$ cat src/rtl/spi_frame_rx.sv
// SPI slave frame receiver clocked by the system clock: oversampled SPI pins,
// fixed-length frame assembly, field split and a show-ahead valid/ready FIFO.
`timescale 1ns/1ps
module spi_frame_rx #(
    parameter int unsigned FRAME_BITS   = 32,
    parameter int unsigned FIELD_W      = 10,
    parameter int unsigned FIELD_STRIDE = 16,
    parameter int unsigned NUM_FIELDS   = 2,
    parameter int unsigned DEPTH        = 4,
    parameter int unsigned SAMPLE_RISE  = 1
) (
    input  logic                          clk,
    input  logic                          reset_b,
    input  logic                          sclk,
    input  logic                          sdo,
    input  logic                          cs_b,
    output logic                          sdi,
    output logic [FRAME_BITS-1:0]         frame_data,
    output logic [NUM_FIELDS*FIELD_W-1:0] fields,
    output logic                          frame_valid,
    input  logic                          frame_ready,
    output logic                          overflow,
    output logic                          frame_err,
    input  logic                          clr_err
);

    localparam int unsigned AW = $clog2(DEPTH);
    localparam int unsigned CW = $clog2(FRAME_BITS);

    logic [2:0]            sclk_q;
    logic [1:0]            sdo_q;
    logic [1:0]            cs_q;
    logic [CW-1:0]         bit_cnt;
    logic [FRAME_BITS-1:0] rx_sr;
    logic [FRAME_BITS-1:0] rx_next;
    logic [FRAME_BITS-1:0] tx_sr;
    logic [FRAME_BITS-1:0] last_frame;
    logic [FRAME_BITS-1:0] mem [DEPTH];
    logic [AW:0]           wr_ptr;
    logic [AW:0]           rd_ptr;

    logic sclk_rise;
    logic sclk_fall;
    logic sample_edge;
    logic drive_edge;
    logic cs_act;
    logic frame_done;
    logic fifo_full;
    logic pop;
    logic push;
    logic drop;
    logic abort;

    always_comb begin
        sclk_rise   = sclk_q[1] & ~sclk_q[2];
        sclk_fall   = ~sclk_q[1] & sclk_q[2];
        sample_edge = (SAMPLE_RISE != 0) ? sclk_rise : sclk_fall;
        drive_edge  = (SAMPLE_RISE != 0) ? sclk_fall : sclk_rise;
        cs_act      = ~cs_q[1];
        rx_next     = {rx_sr[FRAME_BITS-2:0], sdo_q[1]};
        frame_done  = cs_act & sample_edge & (bit_cnt == CW'(FRAME_BITS - 1));
        fifo_full   = (wr_ptr[AW] != rd_ptr[AW]) && (wr_ptr[AW-1:0] == rd_ptr[AW-1:0]);
        frame_valid = (wr_ptr != rd_ptr);
        pop         = frame_valid & frame_ready;
        // A full FIFO still accepts the frame when the head leaves in the same cycle.
        push        = frame_done & (~fifo_full | pop);
        drop        = frame_done & fifo_full & ~pop;
        abort       = ~cs_act & (bit_cnt != '0);
    end

    always_ff @(posedge clk or negedge reset_b) begin
        if (!reset_b) begin
            sclk_q <= '0;
            sdo_q  <= '0;
            cs_q   <= '1;
        end else begin
            sclk_q <= {sclk_q[1:0], sclk};
            sdo_q  <= {sdo_q[0], sdo};
            cs_q   <= {cs_q[0], cs_b};
        end
    end

    always_ff @(posedge clk or negedge reset_b) begin
        if (!reset_b) begin
            bit_cnt    <= '0;
            rx_sr      <= '0;
            tx_sr      <= '0;
            last_frame <= '0;
            sdi        <= 1'b0;
        end else begin
            if (!cs_act) begin
                bit_cnt <= '0;
                tx_sr   <= last_frame;
            end else begin
                if (sample_edge) begin
                    rx_sr   <= rx_next;
                    bit_cnt <= frame_done ? '0 : bit_cnt + 1'b1;
                end
                if (drive_edge) begin
                    sdi   <= tx_sr[FRAME_BITS-1];
                    tx_sr <= {tx_sr[FRAME_BITS-2:0], 1'b0};
                end
            end
            if (push) begin
                last_frame <= rx_next;
            end
        end
    end

    always_ff @(posedge clk or negedge reset_b) begin
        if (!reset_b) begin
            mem    <= '{default: '0};
            wr_ptr <= '0;
            rd_ptr <= '0;
        end else begin
            if (push) begin
                mem[wr_ptr[AW-1:0]] <= rx_next;
                wr_ptr              <= wr_ptr + 1'b1;
            end
            if (pop) begin
                rd_ptr <= rd_ptr + 1'b1;
            end
        end
    end

    always_ff @(posedge clk or negedge reset_b) begin
        if (!reset_b) begin
            overflow  <= 1'b0;
            frame_err <= 1'b0;
        end else begin
            if (drop) begin
                overflow <= 1'b1;
            end else if (clr_err) begin
                overflow <= 1'b0;
            end
            if (abort) begin
                frame_err <= 1'b1;
            end else if (clr_err) begin
                frame_err <= 1'b0;
            end
        end
    end

    assign frame_data = mem[rd_ptr[AW-1:0]];

    always_comb begin
        fields = '0;
        for (int unsigned k = 0; k < NUM_FIELDS; k++) begin
            fields[k*FIELD_W +: FIELD_W] = frame_data[k*FIELD_STRIDE +: FIELD_W];
        end
    end

endmodule

$ cat config.mk
export PLATFORM = sky130hd
export DESIGN_NAME = spi_frame_rx
export DESIGN_NICKNAME = d
export VERILOG_FILES = /design/src/rtl/spi_frame_rx.sv
export SDC_FILE = /design/constraint.sdc
export NUM_CORES = 1
export LEC_CHECK = 0
export CORE_MARGIN = 5
export CORE_UTILIZATION = 25
export CTS_CLUSTER_DIAMETER = 30
export DETAILED_ROUTE_END_ITERATION = 8
export HOLD_SLACK_MARGIN = 0.1
export PLACE_DENSITY = 0.42
export SLEW_MARGIN = 10
export SYNTH_ARGS = -nofsm -noshare
export SYNTH_HDL_FRONTEND = slang
export SYNTH_SLANG_ARGS = --single-unit
$ cat constraint.sdc
create_clock -name clk -period 2.8 [get_ports clk]
set_input_delay 0.56 -clock clk [delete_from_list [all_inputs] [get_ports clk]]
set_output_delay 0.56 -clock clk [all_outputs]
set_load 0.03 [all_outputs]
======== Word-level counts from Yosys, hierarchy flattened ========
Cells that the tools add are included.
storage, ports and cells
  bits in registers ....................... 244
  bits of input ports ..................... 7
  logic and storage cells ................. 66
  output and inout bits ................... 56
cells by class
  reduce and logical (&&, ||, !) cells .... 9
  mux-type cells .......................... 14
  eq/ne operators ......................... 4
  add/subtract/negate cells ............... 3
  $lt $le $gt $ge ......................... 3
  bitwise gates (word level) .............. 17
operator list
  kind                                                                           number
  32-bit two-way mux                                                             5
  128-bit bitwise mux                                                            1
  32-bit binary-select mux with 2-bit select                                     1
  32-bit demux with 2-bit select                                                 1
  5-bit two-way mux                                                              3
  1-bit bitwise AND                                                              9
  2-bit nonzero test                                                             4
  3-bit by 1-bit adder with 3-bit output (second input constant)                 2
  3-bit >= comparator (second input constant)                                    2
  2-bit inverter with 3-bit output                                               2
  5-bit by 1-bit adder with 5-bit output (second input constant)                 1
  5-bit == test (second input constant)                                          1
  1-bit inverter                                                                 5
  5-bit nonzero test                                                             1
  2-bit AND reduction                                                            2
  3-bit by 1-bit less-than comparator with 1-bit output (second input constant)  1
  1-bit two-way mux                                                              3
  3-bit inequality test                                                          1
  2-bit == test                                                                  1
  1-bit logical AND                                                              2
  1-bit inequality test                                                          1
  1-bit OR                                                                       1

======== Depth between registers and ports, before layout ========
Gate-level depths: netlist of the first run.
  depth after elaboration ................. 7
  mapped depth ............................ 7
  gate-level depth less buffers ........... 6

======== Worst setup path after synthesis of the first run ========
Ideal clock, no wire load.
  kind .................................... register to output
  start point ............................. register rd_ptr[0]
  end point ............................... output port frame_data[0]
  slack ................................... 556 ps
  data required time ...................... 2240 ps
  arrival ................................. 1684 ps
  path buffers ............................ 3
  stages on the path, launching flop included .. 5
  cells stage by stage .................... dfrtp_1 -> buf_2 -> buf_2 -> mux4_2 -> buf_4
between the ends
  word-level cells in the longest chain between the ends .. 4
ends and longest elaborated chain
  what                                                    line  RTL
  from (decl)                                             40    logic [AW:0] rd_ptr;
  from (signal assigned)                                  121   rd_ptr <= rd_ptr + 1'b1;
  2-bit inverter with 3-bit output (implied by the code)  144   assign frame_data = mem[rd_ptr[AW-1:0]];
  32-bit binary-select mux with 2-bit select              144
  32-bit two-way mux (implied by the code) (2 in a row)   144
  to (decl)                                               18    output logic [FRAME_BITS-1:0] frame_data,
Every way passes these cells. The select of a mux whose other input is x is not followed.

======== Worst setup path in the final report of the first run ========
  start point ............................. register rd_ptr[0]
  end point ............................... output port fields[7]
between the ends
  word-level cells in the longest chain between the ends .. 4
ends and longest elaborated chain
  what                                                    line  RTL
  2-bit inverter with 3-bit output (implied by the code)  144
  32-bit binary-select mux with 2-bit select              144
  32-bit two-way mux (implied by the code) (2 in a row)   144
  to (decl)                                               19    output logic [NUM_FIELDS*FIELD_W-1:0] fields,
Every way passes these cells. The select of a mux whose other input is x is not followed.

==> results of run 1 <==
[cell usage after synthesis, types with 2 or more instances]
master,n
nor2_1,6
mux2_2,188
nor3b_1,2
nor2b_1,2
nand3_1,2
o21ai_0,33
buf_2,11
nand2b_1,2
ha_1,8
a21oi_1,3
buf_4,32
nand2_1,36
nand4_1,2
xnor2_1,6
mux2i_1,33
buf_6,4
nor3_1,2
clkbuf_1,12
inv_1,7
mux4_2,32
nand3_2,4
dfstp_2,2
dfrtp_1,242
mux2_1,6
[path summary, 6_finish.rpt]
check | slack (ns) | from | to
worst max-delay path | 0.09 | rd_ptr[0]$_DFFE_PN0P_ | fields[7]
worst min register to register | 0.34 | sdo_q[0]$_DFF_PN0_ | sdo_q[1]$_DFF_PN0_
worst min-delay path | 0.34 | sdo_q[0]$_DFF_PN0_ | sdo_q[1]$_DFF_PN0_
worst max register to register | 0.44 | bit_cnt[0]$_DFFE_PN0P_ | mem[46]$_DFFE_PN0P_
max in group asynchronous | 1.48 | reset_b | mem[103]$_DFFE_PN0P_
min in group asynchronous | 0.54 | reset_b | mem[3]$_DFFE_PN0P_
[repair_timing]
action	4_1_cts	5_1_grt
hold buffers	1	0
hold endpoints to repair	42	0
resized for setup	43	13
setup endpoints to repair	41	11
cloned	0	1
[per-layer routing]
metal  share of wire (%)  up-vias
met5                   0        -
met1                  47     3079
met2                  47       94
li1                    -     2692
met4                 2.0        0
met3                 4.2       38
[kinds of logic after synthesis]
family / Yosys count / synth area share, %
compound gates: 41 / 2.13
flops: 244 / 58.4
buf+inv: 66 / 3.93
simple gates: 64 / 3.07
mux: 259 / 30.9
xor+xnor: 7 / 0.586
fa+ha+maj: 8 / 0.957
[power breakdown]
group / total [W] / leakage, nW / switching, W / internal (W)
clock: 0.00822 / 1.22 / 0.00225 / 0.00597
sequential: 0.00383 / 3.37 / 0.000195 / 0.00364
combinational: 0.000949 / 2.33 / 0.000494 / 0.000455
total: 0.0130 / 6.92 / 0.00294 / 0.0101
[state kept, by name (all words and copies together) (netlist names)]
| register | cells |
|---|---|
| rd_ptr | 3 |
| sclk_q | 3 |
| bit_cnt | 5 |
| wr_ptr | 3 |
| tx_sr | 32 |
| rx_sr | 31 |
| sdo_q | 2 |
| cs_q | 2 |
| overflow | 1 |
| mem | 128 |
| sdi | 1 |
| frame_err | 1 |
| last_frame | 32 |
[stage by stage]
step	hold slack, ns	util, %
finish	0.343	34.0
global route	0.357	34.0
CTS	0.349	34.0
detailed placement	0.341	28.1
global placement	0.333	28.1
floorplan	0.264	-
[critical path, stage by stage (launching register included)]
cell and delay, ns:
dfrtp_2 0.46, buf_12 0.21, mux4_2 0.56, clkdlybuf4s15_1 0.37
[area by class of cell]
type	instances	area, um^2
Timing Repair Buffer	88	911
Tap cell	539	674
Multi-Input combinational cell	379	3960
Clock buffer	101	2010
Clock inverter	27	487
Fill cell	4118	27500
Inverter	7	26.3
Sequential cell	244	6110
==> results.md, run 1 <==
* Post-synth ARST share at 100%
* Initial Util at 25.1%
* Crit-path max FO at 12
* Number of setup buffers added after CTS at 0
* Post-synth EDFFs at 0
* Setup violators final at 0
* Iteration-0 DRC Markers at 178
* Status: finished, final reports clean
* GR Util met2 at 16.1%
* Global-route wire length before repair at 38400 um
* Design Power at 0.0130 W
* Tot GR Track Use at 10.4%
* Cell Area, Synth at 10500 um^2
* CTS tree: done
* Post-Place Setup Slack at 0.280 ns
* Cell count after synthesis at 689
* DR WL/cell at 16.9 um
* LEAKAGE at 6.92 nW
* I/O pin count at 63
* Total grt overflow at 0
* Worst Setup Start Kind: register
* Crit path time final at 2.71 ns
* HP Class: reg -> reg
* Synth Flop Type: dfrtp_1
* CTS Buffer Depth at 3
* Power density cells at 917 nW/um^2
* Arr. time, crit path at 2.15 ns
* F_max at 0.368 GHz
* Width of the die at 215 um
* PortBufs at 62
* Core box area at 41700 um^2
* H-tree depth at 3
* Finished Layout Cells at 1385
* Final max-slew violation count at 0
* Synth unique cells at 36
* Drt first pass iters at 4
* Number of nets in the layout at 804
* Worst EP required at 2.24 ns
* Worst slew margin at 56.4%
* Largest area contributor in the netlist: dfrtp_1
* Commonest non-fill, non-tap cell in the layout: dfrtp_1
* CTS Buf Count at 69
* Cell Area, Placed at 11700 um^2
* Met3 Usage GRT at 3.52%
* Busiest grt layer: met2
* GPL Wtd Cong at 0.649
* Sequential cell area fraction in the yosys report at 58.4%
* Crit. End Element: output pin
* Total Wirelength at 23500 um
* Yosys Warn Count at 0
* Final Hold Viols at 0
* Max-cap violation count at 0
* Clk_lat worst skew at 0.56 ns
* R2R cell count at 7
* Area delta synth->final at 35.5%
* Maximum vdd drop at 0.000378 V
* Share of the synthesized area in the top cell type at 57.9%
* Die Y at 215 um
* Placed instance count at 1255
* Final Cell Area at 14200 um^2
* DRC viols at 0
* N_diodes at 0
* GRT met1 Usage at 13.7%
* Via count at 5903
* Via density at 4.26
* Die Footprint at 46000 um^2
* Crit share post-route at 96.9%
* CTS root buffer: clkbuf_16
* RSZ-0062 raised after global routing: true
* Mean Syn Cell Area at 15.2 um^2
* Max Clock Skew at 0.0269 ns
* Net count after synthesis at 704
* Crit path kind: reg -> out
* Setup TNS at 0 ns
* Initial antenna violation count at 0
* ANT nets after route at 0
* Final worst slack at 0.0855 ns
* # clock sinks at 244
* Ratio of cells with drive above 1 in the final layout at 45.4%
* Vias in the first global route at 6635
* Commonest non-fill, non-tap cells in the layout: dfrtp_1 (240), mux2_2 (188), clkbuf_16 (72), nand2_1 (36), dlygate4sd2_1 (34)
* FP Rows at 75
* Worst Max-Slew Pin Slew at 0.654 ns
* Synth Register Bits at 244
* HPWL after DPL at 13800 um
* Largest net degree at the start of global routing at 73
* Clock Pin Slew Worst Setup and Hold Paths at 0.04 ns
* Synth area leaders: dfrtp_1 (58%), mux2_2 (20%), mux4_2 (6.9%)
* Hold Crit Depth at 0
(Power assumes the default switching activity.)
==> inputs of run 2 (changes only) <==
- CORE_UTILIZATION: 25 -> 35
- PLACE_DENSITY: 0.42 -> 0.54
==> results.md, run 2 (same netlist as run 1, synthesis figures left out) <==
* Maximum vdd drop at 0.000426 V (was 0.000378 V)
* N_diodes at 0 (unchanged)
* CTS resizes at 0 (was 43)
* Max FFs per register at 128 (unchanged)
* Logic pwr share at 8.3% (was 7.3%)
* Setup TNS at 0 ns (unchanged)
* Crit-path max FO at 27 (was 12)
* Psw at 0.00255 W (was 0.00294 W)
* ANT nets after route at 0 (unchanged)
* DRC viols at 0 (unchanged)
* Worst Max-Slew Pin Slew at 0.624 ns (was 0.654 ns)
* Clk_lat worst skew at 0.55 ns (was 0.56 ns)
* Setup violators final at 0 (unchanged)
* Switch share at 23.7% (was 22.6%)
* Cell Area, Placed at 11600 um^2 (was 11700 um^2)
* DR WL/cell at 17.9 um (was 16.9 um)
* Placed instance count at 1106 (was 1255)
* H-tree depth at 2 (was 3)
* Crit share post-route at 91.5% (was 96.9%)
* Core box area at 29600 um^2 (was 41700 um^2)
* CTS Buffer Depth at 3 (unchanged)
* F_max at 0.390 GHz (was 0.368 GHz)
* Die Y at 183 um (was 215 um)
* Clock Pin Slew Worst Setup and Hold Paths at 0.04 ns (about the same)
* CTS tree: done (unchanged)
* R2r endpoint: mem[11]$_DFFE_PN0P_ (was mem[46]$_DFFE_PN0P_)
* Largest net degree at the start of global routing at 74 (was 73)
* Critical Path Sink: frame_data[24] (was fields[7])
* Area delta synth->final at 28.0% (was 35.5%)
* Crit. End Element: output pin (unchanged)
* Number of nets in the layout at 787 (was 804)
* Register bank with the most flops: mem (unchanged)
* Die Footprint at 33400 um^2 (was 46000 um^2)
* Via count at 5911 (was 5903)
* Width of the die at 183 um (was 215 um)
* Register-to-register setup slack at 0.35 ns (was 0.44 ns)
* Arr. time, crit path at 2.00 ns (was 2.15 ns)
* Worst setup path startpoint: rd_ptr[0]$_DFFE_PN0P_ (unchanged)
* Total Wirelength at 21600 um (was 23500 um)
* HPWL after DPL at 13600 um (was 13800 um)
* Max Clock Skew at 0.0307 ns (was 0.0269 ns)
* Tot GR Track Use at 13.4% (was 10.4%)
* Final Cell Area at 13400 um^2 (was 14200 um^2)
* Finished Layout Cells at 1203 (was 1385)
* Power density cells at 804 nW/um^2 (was 917 nW/um^2)
* GPL Wtd Cong at 0.689 (was 0.649)
* Initial Util at 35.4% (was 25.1%)
* RSZ-0062 raised after global routing: false (was true)
* HP Class: reg -> reg (unchanged)
* Status: finished, final reports clean (unchanged)
* Final max-slew violation count at 0 (unchanged)
* Regs by FF count: mem (128), last_frame (32), tx_sr (32) (unchanged)
* Worst Setup Start Kind: register (unchanged)
* Vias in the first global route at 6749 (was 6635)
* Commonest non-fill, non-tap cell in the layout: dfrtp_1 (unchanged)
* Total grt overflow at 0 (unchanged)
* # fillers at 2615 (was 4118)
* R2R cell count at 8 (was 7)
* Max-cap violation count at 0 (unchanged)
* Commonest non-fill, non-tap cells in the layout: dfrtp_1 (241), mux2_2 (188), clkbuf_16 (54), buf_4 (51), nand2_1 (36) (was dfrtp_1 (240), mux2_2 (188), clkbuf_16 (72), nand2_1 (36), dlygate4sd2_1 (34))
* Worst slew margin at 58.4% (was 56.4%)
* Crit path kind: reg -> out (unchanged)
* Worst r2r src: bit_cnt[0]$_DFFE_PN0P_ (unchanged)
* LEAKAGE at 6.50 nW (was 6.92 nW)
* # clock sinks at 244 (unchanged)
* Worst EP required at 2.24 ns (about the same)
* FP Rows at 63 (was 75)
* PortBufs at 62 (unchanged)
* Via density at 4.91 (was 4.26)
* Clock power frac at 56.7% (was 63.2%)
* Initial antenna violation count at 0 (unchanged)
* Sequential power share at 35.0% (was 29.5%)
* CTS root buffer: clkbuf_16 (unchanged)
* Iteration-0 DRC Markers at 220 (was 178)
* Final Hold Viols at 0 (unchanged)
* Pint at 0.00821 W (was 0.0101 W)
* Ratio of cells with drive above 1 in the final layout at 49.0% (was 45.4%)
* CTS Buf Count at 53 (was 69)
* I/O pin count at 63 (unchanged)
* Cts hold-fix bufs at 1 (unchanged)
* Number of setup buffers added after CTS at 0 (unchanged)
* Crit path time final at 2.56 ns (was 2.71 ns)
* Global-route wire length before repair at 36300 um (was 38400 um)
* Drt first pass iters at 4 (unchanged)
## run 2: through the flow
| stage | setup slack [ns] | utilization (%) | hold WS [ns] | total power (W) |
|---|---|---|---|---|
| after floorplan | 0.556 | - | 0.264 | 0.00435 |
| after global placement | 0.327 | 39.1 | 0.344 | 0.00474 |
| after detailed placement | 0.311 | 39.1 | 0.336 | 0.00475 |
| after CTS | 0.176 | 45.3 | 0.355 | 0.0109 |
| after global routing | 0.137 | 45.3 | 0.359 | 0.0112 |
| final | 0.239 | 45.3 | 0.354 | 0.0108 |
## run 2: how the worst min path moves through the flow
stage                            start                     end  depth (start not counted)
floorplan                      reset_b  bit_cnt[0]$_DFFE_PN0P_                          0
global placement    sdo_q[0]$_DFF_PN0_      sdo_q[1]$_DFF_PN0_                          0
detailed placement  sdo_q[0]$_DFF_PN0_      sdo_q[1]$_DFF_PN0_                          0
CTS                 sdo_q[0]$_DFF_PN0_      sdo_q[1]$_DFF_PN0_                          0
global route        sdo_q[0]$_DFF_PN0_      sdo_q[1]$_DFF_PN0_                          0
finish              sdo_q[0]$_DFF_PN0_      sdo_q[1]$_DFF_PN0_                          0
## run 2: power groups by stage
| stage | Combinational (W) | Sequential [W] | Clock (W) |
|---|---|---|---|
| floorplan | 0.000595 | 0.00376 | 0 |
| global placement | 0.000921 | 0.00382 | 0 |
| detailed placement | 0.000926 | 0.00382 | 0 |
| CTS | 0.000922 | 0.00377 | 0.00625 |
| global route | 0.000981 | 0.00379 | 0.00643 |
| finish | 0.000892 | 0.00377 | 0.00610 |
## run 2: final cells by class
| class | instances | area (um^2) | area share, % |
|---|---|---|---|
| multi-input cells | 379 | 3950 | 29.5 |
| well taps | 390 | 488 | 3.64 |
| inverters | 7 | 26.3 | 0.196 |
| clock inverters | 30 | 364 | 2.72 |
| clock buffers | 66 | 1450 | 10.8 |
| flip-flops and latches | 244 | 6110 | 45.6 |
| repair buffers | 87 | 1010 | 7.53 |
## run 2: worst max-delay path: stages, from the launching register on
cell and delay (ns):
dfrtp_2 0.38, buf_12 0.26, mux4_2 0.63, buf_12 0.17
## run 2: layer usage
metal  track usage [%]  vias to the layer above  part of all wire [%]
met5                 0                        -                     0
met4              4.41                        0                   2.3
met3              2.74                       43                   4.1
li1                  -                     2650                     -
met1              17.1                     3115                    43
met2              23.1                      103                    50
==> inputs of run 3 (changes only) <==
- CAP_MARGIN: not set -> 15
==> results of run 3 <==
Same layout as run 2: the final DEF is identical, and so are final timing and power.
